**config.mk**
```make
export PLATFORM = sky130hd
export DESIGN_NAME = fetch_instruction_memory
export DESIGN_NICKNAME = d
export VERILOG_FILES = /design/src/rtl/fetch_instruction_memory.sv
export SDC_FILE = /design/constraint.sdc
export NUM_CORES = 1
export LEC_CHECK = 0
export ABC_AREA = 1
export BUFFER_PORTS_ARGS = -buffer_cell sky130_fd_sc_hd__buf_4
export CAP_MARGIN = 10
export CORE_MARGIN = 1.5
export CORE_UTILIZATION = 50
export DETAILED_ROUTE_END_ITERATION = 16
export PLACE_DENSITY = 0.67
export SLEW_MARGIN = 5
export SYNTH_ARGS = -nofsm -noshare
export SYNTH_HDL_FRONTEND = slang
export SYNTH_SLANG_ARGS = --single-unit
```
**constraint.sdc**
```tcl
create_clock -name clk -period 2.7 [get_ports clk]
set_input_delay 0.675 -clock clk [delete_from_list [all_inputs] [get_ports clk]]
set_output_delay 0.675 -clock clk [all_outputs]
set_load 0.005 [all_outputs]
```
**src/rtl/fetch_instruction_memory.sv**
```systemverilog
// Clocked instruction store for the fetch stage: power-up fill, program-load port,
// registered read with stall hold and out-of-range fault. Optional macro: INSTR_MEM_PARITY_EN.
module fetch_instruction_memory #(
  parameter int               DATA_W    = 16,
  parameter int               ADDR_W    = 4,
  parameter int               PC_W      = 16,
  parameter logic [DATA_W-1:0] FILL_WORD = 16'hF000
) (
  input  logic              clk,
  input  logic              rst_n,
  output logic              ready,
  input  logic              fetch_req,
  input  logic [PC_W-1:0]   fetch_pc,
  input  logic              fetch_stall,
  output logic [DATA_W-1:0] instr,
  output logic              instr_valid,
  output logic              fetch_fault,
  input  logic              load_en,
  input  logic [ADDR_W-1:0] load_addr,
  input  logic [DATA_W-1:0] load_data
`ifdef INSTR_MEM_PARITY_EN
  ,
  output logic              parity_err
`endif
);

  localparam int DEPTH = 1 << ADDR_W;

  localparam logic [0:0] CLEAR = 1'b0;
  localparam logic [0:0] RUN   = 1'b1;

  logic [0:0]        state_reg;
  logic [ADDR_W:0]   clr_cnt_reg;
  logic [DATA_W-1:0] mem [DEPTH];

  logic              in_range;
  logic              accept;
  logic              wr_en;
  logic [ADDR_W-1:0] wr_addr;
  logic [DATA_W-1:0] wr_data;
  logic [ADDR_W-1:0] rd_idx;

  // Out-of-range means any PC bit above the index field is set.
  generate
    if (PC_W > ADDR_W) begin : g_range
      assign in_range = ~|fetch_pc[PC_W-1:ADDR_W];
    end else begin : g_norange
      assign in_range = 1'b1;
    end
  endgenerate

  assign rd_idx = fetch_pc[ADDR_W-1:0];
  assign ready  = (state_reg == RUN);
  assign accept = ready & fetch_req & ~load_en & ~fetch_stall;

  always_comb begin
    wr_en   = 1'b0;
    wr_addr = load_addr;
    wr_data = load_data;
    if (rst_n) begin
      if (state_reg == CLEAR) begin
        wr_en   = 1'b1;
        wr_addr = clr_cnt_reg[ADDR_W-1:0];
        wr_data = FILL_WORD;
      end else if (load_en) begin
        wr_en = 1'b1;
      end
    end
  end

  always_ff @(posedge clk) begin
    if (!rst_n) begin
      state_reg   <= CLEAR;
      clr_cnt_reg <= '0;
    end else if (state_reg == CLEAR) begin
      clr_cnt_reg <= clr_cnt_reg + (ADDR_W+1)'(1);
      if (clr_cnt_reg == (ADDR_W+1)'(DEPTH-1)) begin
        state_reg <= RUN;
      end
    end
  end

  always_ff @(posedge clk) begin
    if (wr_en) begin
      mem[wr_addr] <= wr_data;
    end
  end

  always_ff @(posedge clk) begin
    if (!rst_n) begin
      instr       <= '0;
      instr_valid <= 1'b0;
      fetch_fault <= 1'b0;
    end else if (!fetch_stall) begin
      if (accept) begin
        instr_valid <= 1'b1;
        if (in_range) begin
          instr       <= mem[rd_idx];
          fetch_fault <= 1'b0;
        end else begin
          instr       <= FILL_WORD;
          fetch_fault <= 1'b1;
        end
      end else begin
        instr_valid <= 1'b0;
        fetch_fault <= 1'b0;
      end
    end
  end

`ifdef INSTR_MEM_PARITY_EN
  logic par_mem [DEPTH];
  logic chk_pending_reg;
  logic chk_par_reg;

  always_ff @(posedge clk) begin
    if (wr_en) begin
      par_mem[wr_addr] <= ^wr_data;
    end
  end

  // Stored parity is compared against instr the cycle after it is loaded.
  always_ff @(posedge clk) begin
    if (!rst_n) begin
      chk_pending_reg <= 1'b0;
      chk_par_reg     <= 1'b0;
      parity_err      <= 1'b0;
    end else begin
      chk_pending_reg <= accept & in_range;
      if (accept & in_range) begin
        chk_par_reg <= par_mem[rd_idx];
      end
      if (chk_pending_reg && ((^instr) != chk_par_reg)) begin
        parity_err <= 1'b1;
      end
    end
  end
`endif

endmodule
```
==> flow_metrics.py, run 1 <==
metrics = {
    "timing": {
        "drv_slew": 0,
        "setup_tns_ns": 0,
        "fmaxAchievable_ghz": 0.4762,
        "period_minus_slack_ns": 2.100,
        "setup_ws_ns": 0.6001,
        "slew_headroom": 0.2448,
        "finalCritPeriodShare": 0.7778,
        "fin_skew_ns": 0.009871,
        "worst_pin_slew_ns": 1.129,
        "setup_violations": 0,
        "rsz0062_at_grt": "no",
        "hold_slack_ns": 0.4087,
        "finalHoldViolations": 0,
    },
    "run": {
        "cap_violations": 0,
    },
    "placed_design": {
        "place.gp.congestion": 0.8839,
        "place_hpwl_mm": 17.24,
        "dp_slack_ns": 0.1633,
        "place_inst": 1542,
        "placed_area_um2": 13010,
        "io_buffers": 59,
    },
    "cts": {
        "hold_buffers": 0,
        "cts_root_buf": "clkbuf_16",
        "htree_levels": 1,
        "path_clk_slew_ns": 0.06,
        "clkSinkCount": 280,
        "post_cts_buffers": 0,
        "cts_made_buffers": 29,
        "post_cts_resized": 0,
        "cts_buffer_depth": 3,
        "cts_tree": "built",
        "clkLatencyLatePin_ns": 0.54,
    },
    "floorplanning": {
        "die_x_um": 157.4,
        "io_pins": 60,
        "core.rowCount": 56,
        "die_h_um": 157.4,
        "die-area_um2": 24760,
        "core_um2": 23400,
        "initial_core_util": 0.5091,
    },
    "detailed_routing": {
        "ant_nets": 0,
        "drt_iter0_drc": 717,
        "wl_per_cell_um": 17.61,
        "via_per_inst": 5.109,
        "drt_pre_antenna_iters": 5,
        "vias": 8123,
        "drc": 0,
        "drt_wl_total_mm": 28.01,
    },
    "final_layout": {
        "diodes": 0,
        "final.fill_count": 1993,
        "syn_to_final_growth_pct": 16.24,
        "layout.cells.non_filler": 1590,
        "register_area_um2": 8168,
        "nets": 1297,
        "layout-drive-gt1-share": 0.1400,
        "final_area_um2": 13850,
        "largest_reg_flops": 256,
        "multiInputGateArea_um2": 2836,
        "final_util": 0.5917,
    },
    "setup_path": {
        "max_stage_delay_ns": 0.35,
        "r2r_slack_ns": 0.60,
        "crit_path_end_kind": "flip-flop",
        "cp-start-kind": "flip-flop",
        "cp_slowest_cell": "o21ai_0",
        "cpMostUsedCell": "nor2_2",
        "arrival_ns": 2.34,
        "crit_buf_inv": 2,
        "crit_type": "flip-flop to flip-flop",
        "cpLargestDelayFamily": "simple AND/OR/NAND/NOR gates",
        "worstPathMaxFanout": 8,
        "crit_required_ns": 2.94,
        "crit_chain": "nor2_2, inv_2, o21ai_0, nand3_1, nor2_2, buf_4",
        "r2r_start": "ready",
        "critPathLaunch": "ready",
    },
    "logic_synthesis": {
        "synth.distinct_cells": 23,
        "yosysSeqAreaShare": 0.6856,
        "netlist_area_um2": 11910,
        "synth.net_count": 1209,
        "synth.avg_cell_area_um2": 10.22,
        "syn_inst": 1166,
        "ys_ff_latch": 280,
        "yosys_warnings": 0,
    },
    "power_and_ir_drop": {
        "p_sw_mw": 1.984,
        "power_frac_comb": 0.071,
        "power.density_nw_per_um2": 653.4,
        "seqPwrFrac": 0.534,
        "total_power_mw": 9.048,
        "ir_drop_uv": 408.5,
        "power.leakage_nw": 5.782,
        "power_frac_clock": 0.395,
        "switching_share": 0.2193,
        "p_int_mw": 7.063,
    },
    "min_path": {
        "min_from": "rst_n",
        "hp-class": "primary input to flip-flop",
    },
    "grt": {
        "grt_max_degree": 129,
        "overflow": 0,
        "grt_pass1_vias": 7746,
        "grt_pass1_wl_mm": 43.28,
        "antenna_found_initial": 0,
        "grt_usage": 0.2323,
    },
    "outcome": {
        "status": "finished, final reports clean",
    },
}
==> area by class of cell <==
| cell class | count | area share |
|---|---|---|
| Clock buffer | 40 | 0.05828 |
| Sequential cell | 280 | 0.5898 |
| Clock inverter | 8 | 0.002439 |
| Tap cell | 319 | 0.02882 |
| Timing Repair Buffer | 115 | 0.06776 |
| Multi-Input combinational cell | 651 | 0.2048 |
| Inverter | 177 | 0.04807 |
==> power groups by stage <==
| stage | Clock (mW) | Sequential [mW] | Combinational (mW) |
|---|---|---|---|
| finish | 3.58 | 4.83 | 0.640 |
| global route | 3.80 | 4.83 | 0.708 |
| CTS | 3.63 | 4.83 | 0.642 |
| detailed placement | 0 | 4.92 | 0.638 |
| global placement | 0 | 4.92 | 0.627 |
| floorplan | 0 | 4.92 | 0.375 |
==> cells by family after synthesis <==
group	share of synthesized area
AO/OA/AOI/OAI	0.02646
adder cells (fa/ha/maj)	0.002100
flip-flops	0.6856
AND/OR/NAND/NOR	0.2059
buffers and inverters	0.07992
==> cell usage after synthesis <==
cell type | n | share of area
or2_0 | 2 | 0.0011
buf_1 | 5 | 0.0016
nor2_1 | 110 | 0.035
o21ai_0 | 28 | 0.012
nor3_1 | 2 | 0.00084
dfxtp_1 | 24 | 0.040
buf_4 | 3 | 0.0019
edfxtp_1 | 256 | 0.65
clkbuf_1 | 18 | 0.0057
nor4_1 | 1 | 0.00053
a21oi_1 | 18 | 0.0076
o21ai_1 | 11 | 0.0046
o211ai_1 | 4 | 0.0025
inv_2 | 4 | 0.0013
ha_1 | 2 | 0.0021
and3_1 | 2 | 0.0011
buf_2 | 29 | 0.012
inv_1 | 173 | 0.055
buf_6 | 3 | 0.0028
nand3_1 | 173 | 0.073
nor2_2 | 1 | 0.00053
or2_2 | 5 | 0.0026
nand2_1 | 292 | 0.092
==> worst min-delay path: stages <==
cell and delay (ns):
buf_4 0.12, o21ai_0 0.07, nor2_1 0.04
==> worst paths after layout <==
path | endpoint | cells after the start
setup reg to reg | mem[3][0] | 6
setup / recovery | mem[3][0] | 6
hold reg to reg | instr[9] | 2
hold / removal | clr_cnt_reg[1] | 3
==> routing by layer <==
metal	wire [um]	up-vias	part of all wire	track usage
met2	13630	259	0.49	0.3881
met3	1520	52	0.054	0.02313
met1	12000	3831	0.43	0.3234
met4	855	0	0.031	0.07008
met5	0	-	0	0
li1	-	3981	-	-
==> cell usage in the layout, fill, tap and decap left out, types with 18 or more instances in the layout <==
master and n:
nor2_1 93, o21ai_0 28, a21oi_1 18, nor2_2 18, dfxtp_1 24, inv_1 173
buf_4 109, nand3_1 173, clkbuf_16 29, edfxtp_1 256, nand2_1 292
Note: power is estimated with default switching activity, not from simulation.
==> inputs of run 2 (changes only) <==
--- a/config.mk
+++ b/config.mk
@@ -11,7 +11,7 @@
 export CORE_MARGIN = 1.5
 export CORE_UTILIZATION = 50
 export DETAILED_ROUTE_END_ITERATION = 16
-export PLACE_DENSITY = 0.67
+export PLACE_DENSITY = 0.7
 export SLEW_MARGIN = 5
 export SYNTH_ARGS = -nofsm -noshare
 export SYNTH_HDL_FRONTEND = slang
==> constraint.sdc (replaced) <==
create_clock -name clk -period 1.7 [get_ports clk]
set_input_delay 0.425 -clock clk [delete_from_list [all_inputs] [get_ports clk]]
set_output_delay 0.425 -clock clk [all_outputs]
set_load 0.005 [all_outputs]
==> run 2 against run 1 <==
  * Clock-buffer cell count up 6
  * Via count up 3.9%
  * Critical endpoint unchanged
  * Highest routed layer unchanged
  * Sequential cell count unchanged
  * Critical path depth up 1
  * Final cell count up 1.4%
  * Fmax up 25%
  * Setup slack worse by 0.57 ns
==> flow_metrics.py, run 2 (synthesized netlist as in run 1, its figures left out) <==
metrics = {
    "floorplanning": {
        "initial_core_util": 0.5091,
        "core.rowCount": 56,
        "core_um2": 23400,
        "die_x_um": 157.4,
        "die_h_um": 157.4,
        "io_pins": 60,
        "die-area_um2": 24760,
    },
    "detailed_routing": {
        "vias": 8438,
        "drt_iter0_drc": 891,
        "drc": 0,
        "via_per_inst": 5.231,
        "met2WireLength_mm": 14.97,
        "dr.max_layer_used": "met4",
        "wl_per_cell_um": 18.93,
        "wl_met1_mm": 12.12,
        "drt_wl_total_mm": 30.53,
        "ant_nets": 0,
        "drt_pre_antenna_iters": 5,
        "dr_wl_met3_mm": 2.338,
    },
    "outcome": {
        "status": "finished, final reports clean",
    },
    "timing": {
        "worst_pin_slew_ns": 0.4612,
        "setup_tns_ns": 0,
        "fin_skew_ns": 0.01752,
        "finalCritPeriodShare": 0.9848,
        "finalHoldViolations": 0,
        "period_minus_slack_ns": 1.674,
        "hold_slack_ns": 0.1537,
        "setup_violations": 0,
        "fmaxAchievable_ghz": 0.5973,
        "slew_headroom": 0.6925,
        "drv_slew": 0,
    },
    "power_and_ir_drop": {
        "ir_drop_uv": 619.6,
        "power.leakage_nw": 6.031,
        "total_power_mw": 14.68,
        "power.density_nw_per_um2": 1002,
    },
    "setup_path": {
        "cp-start-kind": "flip-flop",
        "crit_type": "flip-flop to flip-flop",
        "cpMostUsedCell": "nor2_4",
        "r2r_slack_ns": 0.03,
        "worstPathMaxFanout": 6,
        "arrival_ns": 1.93,
        "crit_required_ns": 1.96,
        "crit_path_end_kind": "flip-flop",
        "crit_chain": "nor2_4, or2_1, o21ai_4, inv_2, nand2_4, nor2_4, buf_4",
        "cp_slowest_cell": "dfxtp_2",
        "max_stage_delay_ns": 0.34,
    },
    "cts": {
        "cts_tree": "built",
        "clkSinkCount": 280,
        "htree_levels": 1,
        "cts_root_buf": "clkbuf_16",
        "cts_buffer_depth": 3,
        "cts_made_buffers": 28,
        "clkLatencyLatePin_ns": 0.55,
        "path_clk_slew_ns": 0.06,
        "hold_buffers": 0,
    },
    "grt": {
        "grt_pass1_vias": 8131,
        "grt_max_degree": 45,
        "antenna_found_initial": 0,
        "grt_usage": 0.2525,
        "overflow": 0,
        "grt_pass1_wl_mm": 46.17,
    },
    "final_layout": {
        "mostFrequentLayoutCell": "nand2_1",
        "final_util": 0.6259,
        "layout-drive-gt1-share": 0.1677,
        "nets": 1316,
        "final.fill_count": 1831,
        "final_area_um2": 14650,
        "final_cell_mix": "nand2_1 (288), edfxtp_1 (256), inv_1 (170)",
        "syn_to_final_growth_pct": 22.95,
        "diodes": 0,
        "largest_reg_flops": 256,
    },
    "placed_design": {
        "io_buffers": 59,
        "placed_area_um2": 13730,
        "place_hpwl_mm": 19.76,
        "place.gp.congestion": 0.8755,
    },
    "min_path": {
        "hp-class": "primary input to flip-flop",
    },
    "run": {
        "cap_violations": 0,
    },
}
[run 2: routing by layer]
layer | GRT usage | vias up
li1 | - | 4025
met1 | 0.3313 | 4002
met2 | 0.4242 | 347
met3 | 0.03717 | 64
met4 | 0.09973 | 0
met5 | 0 | -
[run 2: cell type report]
| cell class | count | area [um2] | share of cell area |
|---|---|---|---|
| tap | 319 | 399.1 | 0.02725 |
| sequential | 280 | 8169 | 0.5577 |
| inverter | 177 | 684.4 | 0.04672 |
| clock inverter | 5 | 40.04 | 0.002733 |
| clock buffer | 46 | 808.3 | 0.05518 |
| multi-input combinational | 651 | 3045 | 0.2079 |
| timing repair buffer | 135 | 1501 | 0.1025 |
[run 2: worst paths after layout]
check | depth (start not counted) | to | start
worst max-delay path | 7 | mem[3][0] | ready
worst min-delay path | 3 | instr_valid | fetch_stall
worst max register to register | 7 | mem[3][0] | ready
worst min register to register | 2 | fetch_fault | fetch_fault
[run 2: stage by stage]
step | std cells | setup slack, ns
4_1_cts | 1611 | -0.008651
3_3_place_gp | 1560 | -0.2715
2_1_floorplan | 1166 | -0.1386
3_5_place_dp | 1560 | -0.2875
6_report | 1613 | 0.02579
5_1_grt | 1613 | -0.02049
[run 2: power breakdown]
group | total (mW) | internal, mW | switching (mW)
Combinational | 1.30 | 0.463 | 0.840
Clock | 5.70 | 3.24 | 2.46
Sequential | 7.67 | 7.64 | 0.0346
Total | 14.7 | 11.3 | 3.34
[run 2: timing repair]
action,CTS,global route
buffers inserted,0,2
resized for setup,7,6
pin swaps,1,6
endpoints found under the setup margin,106,256
[run 2: worst max-delay path: cells and delay by family (launching register included)]
kind / cells / cell delay (ns)
buf+inv: 2 / 0.28
simple gates: 4 / 0.65
compound gates: 1 / 0.11
flops: 1 / 0.34
